<file path="config.mk">
export PLATFORM = sky130hd
export DESIGN_NAME = mem_request_unit
export DESIGN_NICKNAME = d
export VERILOG_FILES = /design/src/rtl/mem_request_unit_pkg.sv /design/src/rtl/load_extend.sv /design/src/rtl/mem_request_unit.sv
export SDC_FILE = /design/constraint.sdc
export NUM_CORES = 1
export LEC_CHECK = 0
export BUFFER_PORTS_ARGS = -buffer_cell sky130_fd_sc_hd__buf_2
export CAP_MARGIN = 20
export CORE_MARGIN = 2
export CORE_UTILIZATION = 40
export DETAILED_ROUTE_END_ITERATION = 10
export PLACE_DENSITY = 0.68
export SLEW_MARGIN = 20
export SYNTH_ARGS = -nofsm -noshare
export SYNTH_HDL_FRONTEND = slang
export SYNTH_SLANG_ARGS = --single-unit
</file>
<file path="constraint.sdc">
create_clock -name clk -period 4.25 [get_ports clk]
set_clock_uncertainty 0.05 [all_clocks]
set_input_delay 0.6375 -clock clk [delete_from_list [all_inputs] [get_ports clk]]
set_output_delay 0.6375 -clock clk [all_outputs]
set_load 0.02 [all_outputs]
</file>
<file path="src/rtl/mem_request_unit_pkg.sv">
// Shared types and helpers for the load/store bus request unit.
package mem_request_unit_pkg;

  typedef enum logic [1:0] {StIdle, StBusReq, StBusWait, StDone} state_e;

  localparam logic [2:0] F3Byte  = 3'b000;
  localparam logic [2:0] F3Half  = 3'b001;
  localparam logic [2:0] F3Word  = 3'b010;
  localparam logic [2:0] F3ByteU = 3'b100;
  localparam logic [2:0] F3HalfU = 3'b101;

  localparam int unsigned TimeoutDefault = 255;

  function automatic logic [3:0] sel_for(input logic [2:0] f3, input logic [1:0] lane);
    case (f3[1:0])
      2'b00:   return 4'b0001 << lane;
      2'b01:   return 4'b0011 << lane;
      default: return 4'b1111;
    endcase
  endfunction

  function automatic logic [31:0] wdata_for(input logic [2:0] f3, input logic [31:0] data);
    case (f3[1:0])
      2'b00:   return {4{data[7:0]}};
      2'b01:   return {2{data[15:0]}};
      default: return data;
    endcase
  endfunction

  function automatic logic req_legal(input logic rd, input logic wr, input logic [2:0] f3,
                                     input logic [1:0] lane);
    logic ok;
    case (f3)
      F3Byte:  ok = 1'b1;
      F3ByteU: ok = ~wr;
      F3Half:  ok = ~lane[0];
      F3HalfU: ok = ~wr & ~lane[0];
      F3Word:  ok = (lane == 2'b00);
      default: ok = 1'b0;
    endcase
    return ok & ~(rd & wr);
  endfunction

endpackage

</file>
<file path="src/rtl/load_extend.sv">
// Selects the addressed byte/half lane of a bus word and sign- or zero-extends it.
module load_extend
  import mem_request_unit_pkg::*;
(
  input  logic [31:0] rdata_i,
  input  logic [1:0]  lane_i,
  input  logic [2:0]  funct3_i,
  output logic [31:0] data_o
);

  logic [7:0]  byte_sel;
  logic [15:0] half_sel;

  always_comb begin
    byte_sel = rdata_i[{lane_i, 3'b000} +: 8];
    half_sel = lane_i[1] ? rdata_i[31:16] : rdata_i[15:0];
    case (funct3_i)
      F3Byte:  data_o = {{24{byte_sel[7]}}, byte_sel};
      F3ByteU: data_o = {24'h000000, byte_sel};
      F3Half:  data_o = {{16{half_sel[15]}}, half_sel};
      F3HalfU: data_o = {16'h0000, half_sel};
      default: data_o = rdata_i;
    endcase
  end

endmodule

</file>
<file path="src/rtl/mem_request_unit.sv">
// Turns execute-stage load/store requests into single bus transactions with
// lane steering, load extension, fault detection and a bus-wait timeout.
module mem_request_unit
  import mem_request_unit_pkg::*;
#(
  parameter int unsigned TIMEOUT = TimeoutDefault
) (
  input  logic        clk,
  input  logic        nRst,
  input  logic        mem_read,
  input  logic        mem_write,
  input  logic [31:0] read_address,
  input  logic [31:0] write_address,
  input  logic [31:0] store_data,
  input  logic [2:0]  funct3,
  input  logic [31:0] bus_rdata,
  input  logic        bus_busy,
  output logic [31:0] bus_addr,
  output logic [31:0] bus_wdata,
  output logic        bus_read,
  output logic        bus_write,
  output logic [3:0]  bus_sel,
  output logic [31:0] load_data,
  output logic        done,
  output logic        stall,
  output logic        error
);

  localparam int unsigned CntW = (TIMEOUT > 255) ? $clog2(TIMEOUT + 1) : 8;

  state_e            state_q, state_d;
  logic [CntW-1:0]   cnt_q, cnt_d;
  logic [31:0]       bus_addr_q, bus_addr_d;
  logic [31:0]       bus_wdata_q, bus_wdata_d;
  logic [31:0]       load_data_q, load_data_d;
  logic [3:0]        bus_sel_q, bus_sel_d;
  logic              bus_read_q, bus_read_d;
  logic              bus_write_q, bus_write_d;
  logic              done_q, done_d;
  logic              err_q, err_d;
  logic [2:0]        f3_q, f3_d;
  logic [1:0]        lane_q, lane_d;

  logic              req, req_ok, idle, illegal_now;
  logic [31:0]       req_addr, ext_data;

  assign idle     = (state_q == StIdle);
  assign req      = mem_read | mem_write;
  assign req_addr = mem_read ? read_address : write_address;
  assign req_ok   = req_legal(mem_read, mem_write, funct3, req_addr[1:0]);

  load_extend u_load_extend (
    .rdata_i  (bus_rdata),
    .lane_i   (lane_q),
    .funct3_i (f3_q),
    .data_o   (ext_data)
  );

  always_comb begin
    state_d     = state_q;
    cnt_d       = cnt_q;
    bus_addr_d  = bus_addr_q;
    bus_wdata_d = bus_wdata_q;
    load_data_d = load_data_q;
    bus_sel_d   = bus_sel_q;
    bus_read_d  = bus_read_q;
    bus_write_d = bus_write_q;
    f3_d        = f3_q;
    lane_d      = lane_q;
    done_d      = 1'b0;
    err_d       = 1'b0;
    unique case (state_q)
      StIdle: begin
        if (req && req_ok) begin
          state_d     = StBusReq;
          bus_addr_d  = {req_addr[31:2], 2'b00};
          bus_sel_d   = sel_for(funct3, req_addr[1:0]);
          bus_wdata_d = mem_write ? wdata_for(funct3, store_data) : 32'h0;
          bus_read_d  = mem_read;
          bus_write_d = mem_write;
          f3_d        = funct3;
          lane_d      = req_addr[1:0];
          cnt_d       = '0;
        end
      end
      StBusReq: state_d = StBusWait;
      StBusWait: begin
        if (!bus_busy || cnt_q == CntW'(TIMEOUT - 1)) begin
          // Timeout reuses the DONE cycle (strobes low, no stall) with error added.
          state_d     = StDone;
          bus_read_d  = 1'b0;
          bus_write_d = 1'b0;
          bus_sel_d   = 4'h0;
          done_d      = 1'b1;
          err_d       = bus_busy;
          if (!bus_busy && bus_read_q) load_data_d = ext_data;
        end else begin
          cnt_d = cnt_q + 1'b1;
        end
      end
      StDone: state_d = StIdle;
      default: state_d = StIdle;
    endcase
  end

  always_ff @(posedge clk) begin
    if (!nRst) begin
      state_q     <= StIdle;
      cnt_q       <= '0;
      bus_addr_q  <= 32'h0;
      bus_wdata_q <= 32'h0;
      load_data_q <= 32'h0;
      bus_sel_q   <= 4'h0;
      bus_read_q  <= 1'b0;
      bus_write_q <= 1'b0;
      done_q      <= 1'b0;
      err_q       <= 1'b0;
      f3_q        <= 3'b000;
      lane_q      <= 2'b00;
    end else begin
      state_q     <= state_d;
      cnt_q       <= cnt_d;
      bus_addr_q  <= bus_addr_d;
      bus_wdata_q <= bus_wdata_d;
      load_data_q <= load_data_d;
      bus_sel_q   <= bus_sel_d;
      bus_read_q  <= bus_read_d;
      bus_write_q <= bus_write_d;
      done_q      <= done_d;
      err_q       <= err_d;
      f3_q        <= f3_d;
      lane_q      <= lane_d;
    end
  end

  // Illegal requests are answered in the same cycle, so they never stall.
  assign illegal_now = nRst & idle & req & ~req_ok;
  assign stall = nRst & ((idle & req & req_ok) | (state_q == StBusReq) | (state_q == StBusWait));
  assign done      = done_q | illegal_now;
  assign error     = err_q | illegal_now;
  assign bus_addr  = bus_addr_q;
  assign bus_wdata = bus_wdata_q;
  assign bus_read  = bus_read_q;
  assign bus_write = bus_write_q;
  assign bus_sel   = bus_sel_q;
  assign load_data = load_data_q;

endmodule

</file>
==> metrics.md, run 1 <==
| Metric | Value |
|---|---|
| Instance count along the most critical hold path | 2 |
| Horizontal extent of the die | 125 µm |
| Dominant synthesized flop cell | sky130_fd_sc_hd__dfxtp_1 |
| Seq pwr share | 36.7% |
| CTS tree | yes |
| Num Clock Sinks | 117 |
| Growth of design area from synthesis to finish | 30.7% |
| Starting utilization of the core area | 40.8% |
| Synthesized netlist cell count | 710 |
| Int Power | 2.33 mW |
| Cell accounting for the most synthesized area | sky130_fd_sc_hd__dfxtp_1 |
| Total design power | 3.37 mW |
| Highest metal layer used by the detailed router | met5 |
| Overall fraction of global-route tracks in use | 23.0% |
| Leading cell types by total area after synthesis | sky130_fd_sc_hd__dfxtp_1, sky130_fd_sc_hd__nand2_1, sky130_fd_sc_hd__mux2i_1, sky130_fd_sc_hd__o211a_1, sky130_fd_sc_hd__mux2_2 |
| Sum of met2 wire segment lengths after detailed routing | 8770 µm |
| End of the worst register-to-register path | load_data[0] |
| Worst slew pin tran | 1.02 ns |
| Floorplan die area | 15700 µm² |
| Most frequent cells after synthesis | sky130_fd_sc_hd__nand2_1, sky130_fd_sc_hd__dfxtp_1, sky130_fd_sc_hd__a21oi_1 |
| Worst Hold Endpoint | bus_wdata[25] |
| Met1 routed wirelength after detailed routing | 7970 µm |
| Sequential share of the synthesized area | 39.7% |
| Placer's final routability congestion estimate | 0.878 |
| Most frequent cell after synthesis | sky130_fd_sc_hd__nand2_1 |
| Post-synthesis cell type count | 49 |
| Psw | 1.04 mW |
| Vias after detailed routing | 5979 |
| Number of antenna violations at the first check in global routing | 2 |
| Critical path class | input port to primary output |
| DR vias/cell | 5.36 |
| Launch instance of the worst min-delay path | bus_wdata[25] |
| Final Core Density | 53.3% |
| Power share of the combinational group | 22.9% |
| Core ar. | 14500 µm² |
| Leakage power of the design | 3.83 nW |
| Fraction of post-synthesis cell area in the top cell type by area | 39.7% |
| Number of remaining DRC errors | 0 |
| Height of the chip | 125 µm |
| Status | complete, no violations |
| Pins Over Slew Limit | 0 |
| Switching part of the total | 30.9% |
| Standard-cell row count | 44 |
| Final HPWL DP | 13200 µm |
| Worst Setup End Kind | primary output |
| Post-route clock period utilization | 65.3% |
| Crit Path Max Fanout | 11 |
| CTS H-tree lvls | 4 |
| Launching point of the worst reg2reg path | state_q[0] |
| Routed wirelength normalized by instance count | 16.7 µm |
| Async set-reset flop share out of synthesis | 0% |
| Clk_lat worst skew | 0.41 ns |
| Cell at the root of the clock tree | sky130_fd_sc_hd__clkbuf_16 |
| Mapped Avg Cell Area | 8.32 µm² |
| Count of final hold-check violations | 0 |
| Total wire length | 18600 µm |
| Number of buffers created by CTS | 17 |
| Clock Tree Buf Depth | 2 |
| Overflow left after global routing | 0 |
| Final design instance area without fill | 7720 µm² |
| IO Pins | 241 |
| DP Area | 7140 µm² |
| Nature of the critical path startpoint | input port |
| Post-route minimum period | 2.78 ns |
| Number of filler cells placed in the layout | 1419 |
| Clock network fraction of total power | 40.4% |
| Max Clk Rate | 0.360 GHz |
| Class of the tightest hold or removal check | flop to flop |
| Count of port buffers added during placement | 238 |
| Final setup violation count | 0 |
| Synth warn | 0 |
| Resized Gates After CTS | 0 |
| Layout cell share with drive strength beyond 1 | 33.7% |
| Start point of the critical path | mem_read |
| Syn Std Cell Area | 5900 µm² |
| Setup TNS | 0 ns |
| Number of routed nets with antenna violations | 0 |
| Flop and latch count out of synthesis | 117 |
| Post-cts hold buffer count | 0 |
| Final layout net count | 1058 |
| Setup fix buffers added after clock tree synthesis | 0 |
| Worst vdd rail ir drop | 0.000302 V |
| Via count of the first global-routing pass | 5470 |
| Number of max-cap violations | 0 |
| Initial DRC Count | 430 |
| Data arrival time of the worst path | 2.09 ns |
| Register-to-register path setup slack | 1.56 ns |
| FF-to-FF path depth | 7 |
| Power density over cell area | 437 nW/µm² |
| EDFF count, synth | 0 |
| Clock-pin slew of the registers on the worst-case setup and hold paths | 0.05 ns |
| RSZ-0062 raised after global routing | false |
| Wire length of the first global-routing pass | 29100 µm |
| Met3 wirelength from detailed routing | 1530 µm |
| Crit path required time | 3.56 ns |
| Headroom to the max-slew limit | 32.1% |
| Maximum number of pins on one net before global-route repair | 103 |
| Pre-antenna DRT Iters | 5 |
layout by cell type (no fill, tap or decap), types with 4 or more instances in the layout:
cell type / instances
sky130_fd_sc_hd__nand4_1: 5
sky130_fd_sc_hd__a21boi_1: 10
sky130_fd_sc_hd__clkbuf_16: 17
sky130_fd_sc_hd__o21ai_0: 34
sky130_fd_sc_hd__nor2_1: 16
sky130_fd_sc_hd__buf_2: 237
sky130_fd_sc_hd__a31oi_1: 7
sky130_fd_sc_hd__a31o_2: 4
sky130_fd_sc_hd__o211ai_1: 12
sky130_fd_sc_hd__mux2i_1: 36
sky130_fd_sc_hd__nand3_1: 23
sky130_fd_sc_hd__clkbuf_8: 4
sky130_fd_sc_hd__o221ai_1: 6
sky130_fd_sc_hd__dfxtp_1: 117
sky130_fd_sc_hd__nor3_1: 7
sky130_fd_sc_hd__a21oi_1: 45
sky130_fd_sc_hd__a21boi_0: 33
sky130_fd_sc_hd__clkinv_2: 4
sky130_fd_sc_hd__inv_1: 24
sky130_fd_sc_hd__ha_1: 5
sky130_fd_sc_hd__o211a_1: 35
sky130_fd_sc_hd__mux2_2: 25
sky130_fd_sc_hd__nand2b_1: 4
sky130_fd_sc_hd__or3_1: 8
sky130_fd_sc_hd__buf_4: 11
sky130_fd_sc_hd__nand2_1: 154
area by class of cell:
| cell class | instances | area [µm²] | area share [%] |
|---|---|---|---|
| timing repair buffer | 248 | 1270 | 16.4 |
| multi-input combinational | 509 | 3220 | 41.7 |
| sequential | 117 | 2340 | 30.4 |
| tap | 184 | 230 | 2.98 |
| clock buffer | 24 | 492 | 6.37 |
| inverter | 24 | 90.1 | 1.17 |
| clock inverter | 8 | 73.8 | 0.957 |
| antenna | 2 | 5.00 | 0.0649 |
power by group through the flow:
| stage | Sequential (mW) | Clock (mW) | Combinational (mW) |
|---|---|---|---|
| 2_1_floorplan | 1.34 | 0 | 0.430 |
| 3_3_place_gp | 1.26 | 0 | 0.765 |
| 3_5_place_dp | 1.26 | 0 | 0.770 |
| 4_1_cts | 1.24 | 1.39 | 0.772 |
| 5_1_grt | 1.25 | 1.44 | 0.840 |
| 6_report | 1.24 | 1.36 | 0.773 |
cell families (layout without fill, tap and decap cells):
family | count (synthesis) | in the layout | share of synthesized area (%)
AND/OR/NAND/NOR | 235 | 235 | 17.4
AO/OA/AOI/OAI | 205 | 205 | 24.5
flip-flops | 117 | 117 | 39.7
buffers and inverters | 85 | 304 | 6.12
multiplexers | 62 | 62 | 11.3
adder cells (fa/ha/maj) | 5 | 5 | 1.06
other | 1 | 4 | 0.0635
worst max-delay path: stages:
cell and delay [ns]:
sky130_fd_sc_hd__buf_2 0.20, sky130_fd_sc_hd__mux2i_1 0.37, sky130_fd_sc_hd__o211a_1 0.28, sky130_fd_sc_hd__nand2_1 0.15, sky130_fd_sc_hd__a31o_2 0.28, sky130_fd_sc_hd__buf_2 0.16
state kept, by name, summed over array words and instances, names as in the netlist:
signal,count
bus_wdata,32
load_data,32
bus_addr,30
cnt_q,8
bus_sel,4
f3_q,3
lane_q,2
state_q,2
bus_read,1
bus_write,1
done_q,1
err_q,1
per-layer routing:
| metal | vias up | GRT usage, % |
|---|---|---|
| li1 | 2920 | - |
| met1 | 2802 | 29.4 |
| met2 | 236 | 36.8 |
| met3 | 19 | 6.97 |
| met4 | 2 | 8.30 |
| met5 | - | 0 |
worst max-delay path by stage:
stage                      end  slack [ns]  depth (start not counted)
floorplan                stall        1.62                          6
global placement    bus_sel[2]        1.29                          7
detailed placement  bus_sel[2]        1.27                          7
CTS                      stall        1.47                          7
global route              done        1.33                          6
finish                    done        1.47                          6
per-stage QoR:
| step | hold slack (ns) | setup slack (ns) | std cells |
|---|---|---|---|
| 4_1_cts | 0.401 | 1.47 | 1114 |
| 3_5_place_dp | 0.393 | 1.27 | 1082 |
| 2_1_floorplan | 0.401 | 1.62 | 711 |
| 3_3_place_gp | 0.384 | 1.29 | 1082 |
| 6_report | 0.397 | 1.47 | 1116 |
| 5_1_grt | 0.426 | 1.33 | 1115 |
(Power assumes the default switching activity.)
==> run 2, diff against run 1 <==
--- a/config.mk
+++ b/config.mk
@@ -10,7 +10,7 @@
 export CORE_MARGIN = 2
 export CORE_UTILIZATION = 40
 export DETAILED_ROUTE_END_ITERATION = 10
-export PLACE_DENSITY = 0.68
+export PLACE_DENSITY = 0.71
 export SLEW_MARGIN = 20
 export SYNTH_ARGS = -nofsm -noshare
 export SYNTH_HDL_FRONTEND = slang
==> constraint.sdc (replaced) <==
create_clock -name clk -period 2.4 [get_ports clk]
set_clock_uncertainty 0.05 [all_clocks]
set_input_delay 0.36 -clock clk [delete_from_list [all_inputs] [get_ports clk]]
set_output_delay 0.36 -clock clk [all_outputs]
set_load 0.02 [all_outputs]
==> metrics.md, run 2 (synthesis results as in run 1) <==
| Metric | Value |
|---|---|
| Wire length of the first global-routing pass | 29600 µm |
| Via count of the first global-routing pass | 5794 |
| Clock-pin slew of the registers on the worst-case setup and hold paths | 0.05 ns |
| Setup TNS | 0 ns |
| Maximum number of pins on one net before global-route repair | 59 |
| Critical path class | flop to primary output |
| Clock network fraction of total power | 43.1% |
| Post-route clock period utilization | 95.4% |
| Seq pwr share | 34.7% |
| Layout cell share with drive strength beyond 1 | 34.3% |
| Number of filler cells placed in the layout | 1364 |
| Post-route minimum period | 2.29 ns |
| Crit path required time | 1.99 ns |
| Status | complete, no violations |
| Final layout net count | 1066 |
| Standard-cell row count | 44 |
| Vias after detailed routing | 6059 |
| Count of port buffers added during placement | 238 |
| IO Pins | 241 |
| RSZ-0062 raised after global routing | false |
| Horizontal extent of the die | 125 µm |
| Number of antenna violations at the first check in global routing | 1 |
| Worst Setup End Kind | primary output |
| Class of the tightest hold or removal check | input port to flop |
| Cell at the root of the clock tree | sky130_fd_sc_hd__clkbuf_16 |
| Max Clk Rate | 0.437 GHz |
| Overall fraction of global-route tracks in use | 23.2% |
| Multi-input combinational cell area | 3220 µm² |
| Most frequent cells in the layout | sky130_fd_sc_hd__buf_2, sky130_fd_sc_hd__nand2_1, sky130_fd_sc_hd__dfxtp_1, sky130_fd_sc_hd__a21oi_1, sky130_fd_sc_hd__mux2i_1 |
| Psw | 1.88 mW |
| Power share of the combinational group | 22.2% |
| Initial DRC Count | 435 |
| Worst slew pin tran | 0.550 ns |
| Routed wirelength normalized by instance count | 16.4 µm |
| Number of max-cap violations | 0 |
| Placer's final routability congestion estimate | 0.874 |
| Floorplan die area | 15700 µm² |
| Final setup violation count | 0 |
| Int Power | 4.44 mW |
| Clock Tree Buf Depth | 2 |
| Overflow left after global routing | 0 |
| Leakage power of the design | 3.90 nW |
| Height of the chip | 125 µm |
| Crit Path Max Fanout | 6 |
| Headroom to the max-slew limit | 63.2% |
| Core ar. | 14500 µm² |
| Number of diodes added for antenna fixing | 0 |
| Clk_lat worst skew | 0.41 ns |
| DR vias/cell | 5.40 |
| Number of remaining DRC errors | 0 |
| Nature of the critical path startpoint | flop |
| Final HPWL DP | 13200 µm |
| Area of all sequential standard cells | 2340 µm² |
| Post-cts hold buffer count | 0 |
| Total design power | 6.31 mW |
| Num Clock Sinks | 117 |
| Pre-antenna DRT Iters | 5 |
| Starting utilization of the core area | 40.8% |
| Pins Over Slew Limit | 0 |
| Switching part of the total | 29.8% |
| Worst vdd rail ir drop | 0.000470 V |
| CTS H-tree lvls | 4 |
| Count of final hold-check violations | 0 |
| Most frequent standard cell in the layout excluding fill and tap cells | sky130_fd_sc_hd__buf_2 |
| Number of buffers created by CTS | 17 |
| Number of routed nets with antenna violations | 0 |
| Total wire length | 18400 µm |
| Power density over cell area | 803 nW/µm² |
| Data arrival time of the worst path | 1.88 ns |
| Growth of design area from synthesis to finish | 33.3% |
| CTS tree | yes |
==> run 2: changes by cell type in the layout (fill, tap and decap cells not counted), moves of 2 or more <==
| cell | change |
|---|---|
| sky130_fd_sc_hd__buf_4 | +6 |
| sky130_fd_sc_hd__buf_12 | +2 |
| sky130_fd_sc_hd__clkinv_2 | -3 |
| sky130_fd_sc_hd__clkbuf_8 | -2 |
| sky130_fd_sc_hd__clkinv_4 | +3 |
| sky130_fd_sc_hd__bufinv_16 | +3 |
| sky130_fd_sc_hd__diode_2 | -2 |
==> run 2: what timing repair did <==
item	CTS	global route
gates resized for setup	1	1
setup buffers	0	0
setup endpoints to repair	1	1
==> run 2: worst max-delay path, stage by stage, from the launching register on <==
cell	delay [ns]
sky130_fd_sc_hd__dfxtp_1	0.35
sky130_fd_sc_hd__inv_1	0.07
sky130_fd_sc_hd__ha_1	0.21
sky130_fd_sc_hd__inv_1	0.15
sky130_fd_sc_hd__nor2_4	0.09
sky130_fd_sc_hd__and3_4	0.19
sky130_fd_sc_hd__o31a_1	0.24
sky130_fd_sc_hd__buf_2	0.16
==> run 2: path summary, 6_finish.rpt <==
check	endpoint	slack (ns)	cells past startpoint	from
worst max register to register	load_data[5]	0.45	6	lane_q[0]
worst min-delay path	load_data[19]	0.16	3	bus_rdata[19]
worst min register to register	bus_wdata[14]	0.40	2	bus_wdata[14]
worst max-delay path	stall	0.11	7	state_q[0]
==> run 2: power by group through the flow <==
stage               Clock (mW)  Combinational, mW  Sequential, mW
floorplan                    0              0.761            2.37
global placement             0               1.38            2.23
detailed placement           0               1.39            2.23
CTS                       2.76               1.40            2.19
global route              2.87               1.54            2.21
finish                    2.72               1.40            2.19
==> run 2: stage by stage <==
stage	hold WS, ns	area, µm²	cells	util [%]	setup WS, ns
after detailed placement	0.389	7230	1090	49.9	0.158
final	0.162	7870	1122	54.3	0.111
after CTS	0.141	7860	1122	54.3	0.0194
after global placement	0.384	7230	1090	49.9	0.219
after floorplan	0.401	5910	711	-	0.321
after global routing	0.168	7870	1122	54.3	0.00245
==> run 2: final cells by class <==
cell class	instances	area share, %
inverters	24	1.14
flip-flops and latches	117	29.8
multi-input cells	509	40.9
well taps	184	2.93
clock inverters	11	2.23
clock buffers	21	5.85
repair buffers	256	17.2
==> run 2: routing by layer <==
layer	up-vias	part of all wire, %	track usage [%]
met5	-	0	0
met4	0	1.6	8.56
met3	25	9.1	7.57
met2	275	48	37.9
met1	2813	42	28.7
li1	2946	-	-
==> run 3, diff against run 2 <==
--- a/config.mk
+++ b/config.mk
@@ -10,8 +10,8 @@
 export CORE_MARGIN = 2
 export CORE_UTILIZATION = 40
 export DETAILED_ROUTE_END_ITERATION = 10
-export PLACE_DENSITY = 0.71
-export SLEW_MARGIN = 20
+export PLACE_DENSITY = 0.68
+export SLEW_MARGIN = 5
 export SYNTH_ARGS = -nofsm -noshare
 export SYNTH_HDL_FRONTEND = slang
 export SYNTH_SLANG_ARGS = --single-unit
==> constraint.sdc (replaced) <==
create_clock -name clk -period 2.65 [get_ports clk]
set_clock_uncertainty 0.05 [all_clocks]
set_input_delay 0.3975 -clock clk [delete_from_list [all_inputs] [get_ports clk]]
set_output_delay 0.3975 -clock clk [all_outputs]
set_load 0.02 [all_outputs]
==> metrics.md, run 3 (synthesis results as in run 1) <==
| Metric | Value |
|---|---|
| Vias after detailed routing | 6022 |
| Critical path class | flop to primary output |
| Overflow left after global routing | 0 |
| Final setup violation count | 0 |
| Routed wirelength normalized by instance count | 16.6 µm |
| Buf/Inv on CP | 3 |
| Total wire length | 18600 µm |
| Number of remaining DRC errors | 0 |
| CP delay by family, top | simple AND/OR/NAND/NOR gates |
| Number of diodes added for antenna fixing | 0 |
| Leakage power of the design | 3.86 nW |
| DR vias/cell | 5.38 |
| Headroom to the max-slew limit | 60.8% |
| Final HPWL DP | 13300 µm |
| Post-route minimum period | 2.51 ns |
| Number of buffers created by CTS | 17 |
| Class of the tightest hold or removal check | input port to flop |
| Count of final hold-check violations | 0 |
| Crit Path Max Fanout | 17 |
| RSZ-0062 raised after global routing | false |
| Starting utilization of the core area | 40.8% |
| Horizontal extent of the die | 125 µm |
| Clock Tree Buf Depth | 2 |
| Cell at the root of the clock tree | sky130_fd_sc_hd__clkbuf_16 |
| Floorplan die area | 15700 µm² |
| Pre-antenna DRT Iters | 5 |
| Via count of the first global-routing pass | 5498 |
| Number of antenna violations at the first check in global routing | 0 |
| Post-route clock period utilization | 94.6% |
| Count of port buffers added during placement | 238 |
| Clk_lat worst skew | 0.41 ns |
| Setup TNS | 0 ns |
| Power density over cell area | 701 nW/µm² |
| Nature of the critical path startpoint | flop |
| CTS tree | yes |
| Data arrival time of the worst path | 2.06 ns |
| Maximum number of pins on one net before global-route repair | 83 |
| Core ar. | 14500 µm² |
| CTS H-tree lvls | 4 |
| Overall fraction of global-route tracks in use | 23.0% |
| Max Clk Rate | 0.399 GHz |
| Pins Over Slew Limit | 0 |
| Number of filler cells placed in the layout | 1394 |
| Growth of design area from synthesis to finish | 32.0% |
| Height of the chip | 125 µm |
| Crit path required time | 2.20 ns |
| Placer's final routability congestion estimate | 0.936 |
| IO Pins | 241 |
| Critical Path Slowest Stage Cell | sky130_fd_sc_hd__and3_4 |
| Most frequent standard cell in the layout excluding fill and tap cells | sky130_fd_sc_hd__buf_2 |
| Worst vdd rail ir drop | 0.000516 V |
| Worst Setup End Kind | primary output |
| Final Core Density | 53.8% |
| Setup fix buffers added after clock tree synthesis | 0 |
| Most frequent cells in the layout | sky130_fd_sc_hd__buf_2, sky130_fd_sc_hd__nand2_1, sky130_fd_sc_hd__dfxtp_1, sky130_fd_sc_hd__a21oi_1, sky130_fd_sc_hd__mux2i_1 |
| Crit path cell chain | inv_1 > ha_1 > inv_1 > nor2_2 > and3_4 > o31a_1 > buf_2 |
| Initial DRC Count | 426 |
| Number of routed nets with antenna violations | 0 |
| Num Clock Sinks | 117 |
| Final layout net count | 1065 |
| Worst slew pin tran | 0.572 ns |
| Standard-cell row count | 44 |
| Most Frequent Cell on Critical Path | sky130_fd_sc_hd__inv_1 |
| Status | complete, no violations |
| Wire length of the first global-routing pass | 29100 µm |
| Number of max-cap violations | 0 |
| CP peak stage delay | 0.38 ns |
| Clock-pin slew of the registers on the worst-case setup and hold paths | 0.06 ns |
| Layout cell share with drive strength beyond 1 | 34.1% |
==> run 3: worst paths after layout <==
kind	start	depth (start not counted)	slack, ns	end
min reg2reg	bus_wdata[13]	2	0.40	bus_wdata[13]
max reg2reg	state_q[0]	8	0.49	bus_addr[16]
max	state_q[0]	7	0.14	stall
min	bus_rdata[16]	3	0.20	load_data[16]
==> run 3: metal layers <==
layer / global-route usage, % / part of all wire (%) / up-vias
li1: - / - / 2934
met1: 29.8 / 43 / 2806
met2: 36.7 / 47 / 259
met3: 6.97 / 7.9 / 23
met4: 7.32 / 2.2 / 0
met5: 0 / 0 / -
==> run 3: metrics by stage <==
step / setup WS [ns] / area, µm² / hold slack, ns / instances / total power, mW
2_1_floorplan: 0.496 / 5910 / 0.401 / 711 / 2.84
3_3_place_gp: 0.167 / 7220 / 0.388 / 1088 / 3.27
3_5_place_dp: 0.152 / 7220 / 0.396 / 1088 / 3.27
4_1_cts: 0.124 / 7780 / 0.183 / 1119 / 5.48
5_1_grt: 0.00599 / 7790 / 0.186 / 1120 / 5.70
6_report: 0.143 / 7790 / 0.199 / 1120 / 5.46
==> run 3: power breakdown <==
part	internal [mW]	total (mW)	leakage [nW]	switching, mW
registers	1.90	1.99	0.948	0.0901
logic	0.485	1.27	2.65	0.784
clock network	1.39	2.20	0.268	0.812
==> run 3: layout make-up <==
class	instances	area [µm²]	area share [%]
Timing Repair Buffer	255	1360	17.4
Clock buffer	21	450	5.78
Clock inverter	10	108	1.38
Tap cell	184	230	2.95
Sequential cell	117	2340	30.1
Multi-Input combinational cell	509	3210	41.2
Inverter	24	90.1	1.16
==> run 3: repair_timing <==
item | in CTS | in global routing
hold buffers | 0 | 0
resized for setup | 1 | 0
setup endpoints to repair | 1 | 0
==> run 3: worst min-delay path: cells and delay by family <==
kind            cells  cell delay [ns]
buf+inv             1             0.11
simple gates        1             0.05
compound gates      1             0.05
